## src/rtl/fifo_mon_pkg.sv

```systemverilog
// Shared types and error-bit indices for the synchronous FIFO monitor.
package fifo_mon_pkg;

    typedef enum logic [1:0] {
        INIT = 2'd0,
        RUN  = 2'd1,
        HALT = 2'd2
    } mon_state_t;

    localparam int ERR_W = 9;

    localparam int ERR_FULL     = 0;
    localparam int ERR_EMPTY    = 1;
    localparam int ERR_AF       = 2;
    localparam int ERR_AE       = 3;
    localparam int ERR_OVF      = 4;
    localparam int ERR_UNF      = 5;
    localparam int ERR_FULL_AF  = 6;
    localparam int ERR_EMPTY_AE = 7;
    localparam int ERR_DATA     = 8;

endpackage

```

## src/rtl/fifo_mon_shadow_mem.sv

```systemverilog
// Shadow copy of the monitored FIFO's contents; flags a read whose data differs
// from the word recorded when it was written.
module fifo_mon_shadow_mem #(
    parameter int DATA_WIDTH = 8,
    parameter int FIFO_DEPTH = 256
) (
    input  logic                  clk,
    input  logic                  reset,
    input  logic                  wr_en_i,
    input  logic [DATA_WIDTH-1:0] wr_data_i,
    input  logic                  rd_en_i,
    input  logic [DATA_WIDTH-1:0] rd_data_i,
    output logic                  mismatch_o
);

    localparam int PTR_W = $clog2(FIFO_DEPTH);

    logic [DATA_WIDTH-1:0] mem_q [FIFO_DEPTH];
    logic [PTR_W-1:0]      wr_ptr_q, wr_ptr_d;
    logic [PTR_W-1:0]      rd_ptr_q, rd_ptr_d;

    // Pointers are exactly log2(depth) bits, so they wrap without extra logic.
    assign wr_ptr_d = wr_ptr_q + PTR_W'(wr_en_i);
    assign rd_ptr_d = rd_ptr_q + PTR_W'(rd_en_i);

    always_ff @(posedge clk or posedge reset) begin
        if (reset) begin
            wr_ptr_q <= '0;
            rd_ptr_q <= '0;
        end else begin
            wr_ptr_q <= wr_ptr_d;
            rd_ptr_q <= rd_ptr_d;
        end
    end

    // NOTE: storage has no reset; a slot is only read after it has been written.
    always_ff @(posedge clk) begin
        if (wr_en_i) begin
            mem_q[wr_ptr_q] <= wr_data_i;
        end
    end

    assign mismatch_o = rd_en_i & (rd_data_i != mem_q[rd_ptr_q]);

endmodule

```

## src/rtl/sync_fifo_monitor.sv

```systemverilog
// Shadow-occupancy protocol and flag checker for a synchronous FWFT FIFO.
// Define FIFO_MON_DATA_CHECK_EN to add the read-data comparison (err_flags[8]).
module sync_fifo_monitor
    import fifo_mon_pkg::*;
#(
    parameter int DATA_WIDTH    = 8,
    parameter int FIFO_DEPTH    = 256,
    parameter int AF_THRESH     = FIFO_DEPTH - 16,
    parameter int AE_THRESH     = 16,
    parameter int ERR_CNT_WIDTH = 16,
    parameter int STOP_ON_ERROR = 0
) (
    input  logic                         clk,
    input  logic                         reset,
    input  logic                         write_en,
    input  logic [DATA_WIDTH-1:0]        data_in,
    input  logic                         read_en,
    input  logic [DATA_WIDTH-1:0]        data_out,
    input  logic                         full,
    input  logic                         almost_full,
    input  logic                         empty,
    input  logic                         almost_empty,
    input  logic                         clear_err,
    output logic [$clog2(FIFO_DEPTH):0]  occupancy,
    output logic [ERR_W-1:0]             err_flags,
    output logic [ERR_CNT_WIDTH-1:0]     err_count,
    output logic                         halted
);

    localparam int CNT_W = $clog2(FIFO_DEPTH) + 1;
    localparam logic [CNT_W-1:0] DEPTH_C = CNT_W'(FIFO_DEPTH);
    localparam logic [CNT_W-1:0] AF_C    = CNT_W'(AF_THRESH);
    localparam logic [CNT_W-1:0] AE_C    = CNT_W'(AE_THRESH);

    mon_state_t               state_q, state_d;
    logic [CNT_W-1:0]         occ_q, occ_d;
    logic [ERR_W-1:0]         err_q, err_d, err_now;
    logic [ERR_CNT_WIDTH-1:0] cnt_q, cnt_d;

    logic wr_acc, rd_acc, run, any_err, data_mismatch;
    logic exp_full, exp_empty, exp_af, exp_ae;

    assign wr_acc = write_en & ~full;
    assign rd_acc = read_en & ~empty;
    assign run    = (state_q == RUN);

    assign exp_full  = (occ_q == DEPTH_C);
    assign exp_empty = (occ_q == '0);
    assign exp_af    = (occ_q >= AF_C);
    assign exp_ae    = (occ_q <= AE_C);

`ifdef FIFO_MON_DATA_CHECK_EN
    fifo_mon_shadow_mem #(
        .DATA_WIDTH (DATA_WIDTH),
        .FIFO_DEPTH (FIFO_DEPTH)
    ) u_shadow_mem (
        .clk        (clk),
        .reset      (reset),
        .wr_en_i    (run & wr_acc),
        .wr_data_i  (data_in),
        .rd_en_i    (run & rd_acc),
        .rd_data_i  (data_out),
        .mismatch_o (data_mismatch)
    );
`else
    logic unused_data;
    assign data_mismatch = 1'b0;
    assign unused_data   = ^{data_in, data_out};
`endif

    // NOTE: every output of this block gets a default first, so no latches form.
    always_comb begin
        err_now = '0;
        if (run) begin
            err_now[ERR_FULL]     = (full != exp_full);
            err_now[ERR_EMPTY]    = (empty != exp_empty);
            err_now[ERR_AF]       = (almost_full != exp_af);
            err_now[ERR_AE]       = (almost_empty != exp_ae);
            err_now[ERR_OVF]      = write_en & full;
            err_now[ERR_UNF]      = read_en & empty;
            err_now[ERR_FULL_AF]  = full & ~almost_full;
            err_now[ERR_EMPTY_AE] = empty & ~almost_empty;
            err_now[ERR_DATA]     = data_mismatch;
        end
    end

    assign any_err = |err_now;

    always_comb begin
        state_d = state_q;
        occ_d   = occ_q;
        err_d   = clear_err ? '0 : err_q;
        cnt_d   = clear_err ? '0 : cnt_q;

        // A new error outranks a same-cycle clear: bit set, count restarts at 1.
        if (any_err) begin
            err_d = err_d | err_now;
            if (cnt_d != '1) begin
                cnt_d = cnt_d + ERR_CNT_WIDTH'(1);
            end
        end

        unique case (state_q)
            INIT: if (empty) state_d = RUN;
            RUN: begin
                occ_d = occ_q + CNT_W'(wr_acc) - CNT_W'(rd_acc);
                if ((STOP_ON_ERROR != 0) && any_err) state_d = HALT;
            end
            HALT: state_d = HALT;
            default: state_d = INIT;
        endcase
    end

    // NOTE: state registers use non-blocking assignments so all flops update together.
    always_ff @(posedge clk or posedge reset) begin
        if (reset) begin
            state_q <= INIT;
            occ_q   <= '0;
            err_q   <= '0;
            cnt_q   <= '0;
        end else begin
            state_q <= state_d;
            occ_q   <= occ_d;
            err_q   <= err_d;
            cnt_q   <= cnt_d;
        end
    end

    assign occupancy = occ_q;
    assign err_flags = err_q;
    assign err_count = cnt_q;
    assign halted    = (state_q == HALT);

endmodule

```

## config.mk

```make
export PLATFORM = sky130hd
export DESIGN_NAME = sync_fifo_monitor
export DESIGN_NICKNAME = d
export VERILOG_FILES = /design/src/rtl/fifo_mon_pkg.sv /design/src/rtl/fifo_mon_shadow_mem.sv /design/src/rtl/sync_fifo_monitor.sv
export SDC_FILE = /design/constraint.sdc
export NUM_CORES = 1
export LEC_CHECK = 0
export ABC_CLOCK_PERIOD_IN_PS = 5600
export CAP_MARGIN = 30
export CORE_AREA = 2 2 73 75
export DETAILED_ROUTE_END_ITERATION = 8
export DIE_AREA = 0 0 75 77
export GPL_ROUTABILITY_DRIVEN = 0
export GPL_TIMING_DRIVEN = 0
export PLACE_DENSITY = 0.77
export SYNTH_ARGS = -nofsm -noshare
export SYNTH_HDL_FRONTEND = slang
export SYNTH_SLANG_ARGS = --single-unit
```

## constraint.sdc

```tcl
create_clock -name clk -period 5.6 [get_ports clk]
set_input_delay 1.4 -clock clk [delete_from_list [all_inputs] [get_ports clk]]
set_output_delay 1.4 -clock clk [all_outputs]
set_load 0.01 [all_outputs]
```

**Yosys cells after proc, flatten, opt, wreduce, memory -nomap -nowiden**

Index checks and enable logic that the tools add are counted.

- Output and inout bits: 35
- Flip-flop bits (word level): 36
- Logic and storage cells: 42

- Bitwise gates (word level): 12
- Equality and inequality tests: 9
- Add/subtract/negate cells: 3
- Muxes and demuxes: 8
- Reduce and logical (&&, ||, !) cells: 4
- $lt $le $gt $ge: 2

Operators by type and width:

| kind | count |
|---|---|
| 2-to-1 mux 16 bit | 3 |
| 2-to-1 mux 9 bit | 2 |
| adder 16 x 1 -> 16 bit, second input constant | 1 |
| inequality test 16 bit, second input constant | 1 |
| adder 9 x 1 -> 9 bit | 1 |
| equality test 9 bit, second input constant | 1 |
| greater-or-equal comparator 9 x 8 -> 1 bit, second input constant | 1 |
| less-or-equal comparator 9 x 5 -> 1 bit, second input constant | 1 |
| zero test 9 bit | 1 |
| bitwise OR 9 bit | 1 |
| OR reduction 9 bit | 1 |
| subtractor 9 x 1 -> 9 bit | 1 |
| 2-to-1 mux 8 bit | 1 |
| bitwise AND 1 bit | 6 |
| one-hot mux 2 bit (3 select lines) | 1 |
| inverter 1 bit | 5 |
| inequality test 1 bit | 4 |
| equality test 2 x 1 -> 1 bit, second input constant | 1 |
| equality test 2 bit, second input constant | 1 |
| zero test 2 bit | 1 |
| 2-to-1 mux 2 bit | 1 |
| inequality test 2 bit, second input constant | 1 |
| AND reduction 2 bit | 1 |

**Logic depth before layout (Yosys ltp)**

- Depth in word-level cells: 5
- Gate-level depth with buffers: 13
- Depth with buffers taken out: 13

**Least setup slack after synthesis**

OpenSTA, ideal clock, no wires.

- Path kind: input to register
- Start: input empty
- End: register occ_q[8] (netlist: occupancy[8])
- Path buffers: 1
- Arrival: 3.614 ns
- Library setup time: 0.082 ns
- Required time: 5.518 ns
- Cell stages on the path: 13
- Path slack: 1.904 ns
- Cell sequence: clkbuf_1 nor2_1 ha_1 inv_1 ha_1 fa_1 nand2b_1 a21oi_1 o21a_1 o211ai_1 a21oi_1 or3_1 a31oi_1

- Word-level cells in the longest chain between the ends: 3

RTL lines:

| element | RTL line | source |
|---|---|---|
| start, declared | sync_fifo_monitor.sv:21 | `input logic empty,` |
| inverter 1 bit | sync_fifo_monitor.sv:44 | `assign rd_acc = read_en & ~empty;` |
| bitwise AND 1 bit | sync_fifo_monitor.sv:44 |  |
| subtractor 9 x 1 -> 9 bit | sync_fifo_monitor.sv:106 | `occ_d = occ_q + CNT_W'(wr_acc) - CNT_W'(rd_acc);` |
| end signal, assigned | sync_fifo_monitor.sv:118 | `occ_q <= '0;` |
| end signal, assigned | sync_fifo_monitor.sv:123 | `occ_q <= occ_d;` |
| end, declared | sync_fifo_monitor.sv:36 | `logic [CNT_W-1:0] occ_q, occ_d;` |

Every way passes these cells.
A chain may end at the register's enable or synchronous reset.

**Final worst setup path**

- Start: input full
- End: register occ_q[8] (netlist: occupancy[8])

- Word-level cells in the longest chain between the ends: 4

RTL lines:

| element | RTL line | source |
|---|---|---|
| start, declared | sync_fifo_monitor.sv:19 | `input logic full,` |
| inverter 1 bit | sync_fifo_monitor.sv:43 | `assign wr_acc = write_en & ~full;` |
| bitwise AND 1 bit | sync_fifo_monitor.sv:43 |  |
| adder 9 x 1 -> 9 bit | sync_fifo_monitor.sv:106 |  |
| subtractor 9 x 1 -> 9 bit | sync_fifo_monitor.sv:106 |  |

Every way passes these cells.

==> impl_metrics.tcl <==
set metrics [dict create \
    fin_setup_tns_ns 0 \
    synth.distinct_cells 50 \
    synth_top_family_by_area "simple AND/OR/NAND/NOR gates" \
    startpoint_type "input pin" \
    cts_root_buf "clkbuf_8" \
    rrSetupSlack_ns 2.95 \
    rr_worst_depth 9 \
    max_freq_ghz 0.252 \
    path_class "input pin to flip-flop" \
    clk_pin_slew_ns 0.07 \
    fp.dieW_um 75 \
    hold_violations 0 \
    relSlewSlack_pct 48.5 \
    clock-sinks 35 \
    hold_buffers 0 \
    rows 26 \
    ys_ff_latch 35 \
    drive_gt1_share_pct 5.90 \
    yosys.area.top_type "dfrtp_1" \
    avgSynthCellArea_um2 9.09 \
    post_cts_buffers 0 \
    grt_max_degree 19 \
    reg2reg_to "err_count[8]$_DFF_PP0_" \
    initial_core_util_pct 47.1 \
    htree_levels 2 \
    rsz0062_at_grt "false" \
    routed_wl_um 5080 \
    grt.total_usage_pct 19.1 \
    die_area_mm2 0.00578 \
    drt_first_pass_iters 4 \
    yosys_warnings 0 \
    holdCritPathClass "flip-flop to flip-flop" \
    r2r-start "occupancy[5]$_DFFE_PP0P_" \
    hold-worst-slack_ns 0.483 \
    fin_crit_sh_pct 71.0 \
    final_nets 353 \
    power_mw 1.18 \
    drv_cap 0 \
    tightest_slew_ns 0.771 \
    hold_path_end "state_q[0]$_DFFE_PP0P_" \
    grt_pass1_vias 1852 \
    core-area_mm2 0.00498 \
    critPathRequiredTime_ns 5.82 \
    ir_drop_mv 0.335 \
    synthArstFlopShare_pct 100 \
    critPathArrivalTime_ns 4.19 \
    fillCellCount 455 \
    hpwl_um 3820 \
    clock_path_buffers 2 \
    skew_ns 0.00522 \
    wl_per_cell_um 13.5 \
    drt_iter0_markers 79 \
    syn_area_mm2 0.00234 \
    grt_pass1_wl_um 8490 \
    power_density_mw_per_mm2 403 \
    slowest_stage "clkdlybuf4s50_1" \
    grt_antenna_before_repair 0 \
    drt.antenna.violating_nets 0 \
    cts_tree "done" \
    synth_top_area_share_pct 37.4 \
    synthTopCellsByArea "dfrtp_1, ha_1, inv_1, xnor2_1, nor2b_1" \
    syn_inst 258 \
    yosys-top-cells-count "dfrtp_1, inv_1, ha_1, nor2_1, nand2_1" \
    syn-num-nets 305 \
    io_buffer_count 40 \
    slew_viol_final 0 \
    ctsResizeCount 0 \
    drc_errors 0 \
    synth_simple_gate_area_share_pct 22.3 \
    crit_path_end_kind "flip-flop" \
    insertion_delay_ns 0.29 \
    path_cells "clkdlybuf4s50_1 -> nand2b_1 -> ha_1 -> inv_1 -> ha_1 -> fa_1 -> nand2b_1 -> a21oi_1 -> o21a_1 -> o211ai_1 -> a21oi_1 -> or3_1 -> a31oi_1" \
    hold_depth 1 \
    synth-edff-count 0 \
    cts_buffers 5 \
    grt_overflow 0 \
    finalSetupViolCount 0 \
    worstHoldStart "state_q[1]$_DFFE_PP0P_" \
    avgViaCountPerCell 5.25 \
    syn_to_final_growth_pct 25.1 \
    cpPeakStageDelay_ns 0.54 \
    n_antenna_cell 0 \
    synthMuxAreaShare_pct 2.93 \
    synthAdderAreaFrac_pct 12.1 \
    pin_count 60 \
    dieHeight_um 77 \
    synth_ff_type "dfrtp_1" \
    synthXorXnorAreaFrac_pct 5.23 \
    synth_seq_area_share_pct 37.4 \
    synth_compound_gate_area_share_pct 13.1 \
    vias 1968 \
    fin_crit_ns 3.97 \
    p_leak_nw 1.26 \
    yosysMostFrequentCell "dfrtp_1" \
    status "completed" \
    cp_max_fo 7 \
]
[sequential cells by signal, summed over array words and instances, names as in the netlist]
register	count
err_count	16
err_flags	8
state_q	2
occupancy	9
[cell families after synthesis]
group | Yosys count
multiplexers | 6
AO/OA/AOI/OAI | 50
AND/OR/NAND/NOR | 92
flip-flops | 35
XOR/XNOR | 14
adder cells (fa/ha/maj) | 22
buffers and inverters | 38
other | 1
[layout make-up]
type                            instances  area, µm²  share of cell area (%)
Timing Repair Buffer                   41        428                    14.6
Multi-Input combinational cell        185       1310                    44.6
Clock buffer                            6       72.6                    2.47
Sequential cell                        35        876                    29.9
Tap cell                               70       87.6                    2.99
Inverter                               27        101                    3.46
Buffer                                 11       60.1                    2.05
[layer usage]
layer	up-vias	global-route usage [%]	wire, µm
met2	42	31.5	2570
met1	946	24.0	2220
met4	0	6.43	72
li1	974	-	-
met5	-	0	0
met3	6	4.86	210
[critical path: cells and delay by family]
kind | cells | cell delay (ns)
compound gates | 5 | 0.73
buf+inv | 2 | 0.58
simple gates | 3 | 0.64
fa+ha+maj | 3 | 0.85
[cell usage in the layout (no fill, tap or decap), types with 2 or more instances in the layout]
cell type / Yosys / layout
clkbuf_1: 8 / 9
o31ai_1: 3 / 3
nand2_1: 16 / 16
and3_1: 2 / 2
o21ai_1: 6 / 6
a21oi_1: 13 / 13
or3_1: 6 / 6
nand3_1: 7 / 7
nor2b_1: 11 / 11
inv_1: 26 / 26
o21ai_0: 9 / 9
nand2b_1: 10 / 10
nor3_1: 3 / 3
ha_1: 21 / 21
mux2i_1: 2 / 2
nand4_1: 5 / 5
nor2_1: 18 / 18
o22ai_1: 8 / 8
mux2_1: 3 / 3
xor2_1: 3 / 3
or4_1: 2 / 2
clkdlybuf4s50_1: 0 / 40
buf_6: 2 / 2
clkbuf_8: 0 / 5
dfrtp_1: 35 / 35
xnor2_1: 11 / 11
a31oi_1: 3 / 3
[through the flow]
stage | cells | worst slack (ns) | area [µm²] | utilization, %
floorplan | 258 | 1.90 | 2340 | -
global placement | 368 | 1.37 | 2830 | 56.9
detailed placement | 369 | 1.32 | 2860 | 57.5
CTS | 375 | 1.62 | 2930 | 58.9
global route | 375 | 1.43 | 2930 | 58.9
finish | 375 | 1.63 | 2930 | 58.9
[worst max path at each step]
stage | from | endpoint | slack [ns]
6_report | full | occupancy[8]$_DFFE_PP0P_ | 1.63
5_1_grt | full | occupancy[8]$_DFFE_PP0P_ | 1.43
4_1_cts | full | occupancy[8]$_DFFE_PP0P_ | 1.62
3_5_place_dp | full | occupancy[8]$_DFFE_PP0P_ | 1.32
3_3_place_gp | full | occupancy[8]$_DFFE_PP0P_ | 1.37
2_1_floorplan | empty | occupancy[8]$_DFFE_PP0P_ | 1.90
[power breakdown]
group / internal, mW / switching, mW
logic: 0.314 / 0.317
clock network: 0.0829 / 0.0892
registers: 0.313 / 0.0657
Note: power is estimated with default switching activity, not from simulation.
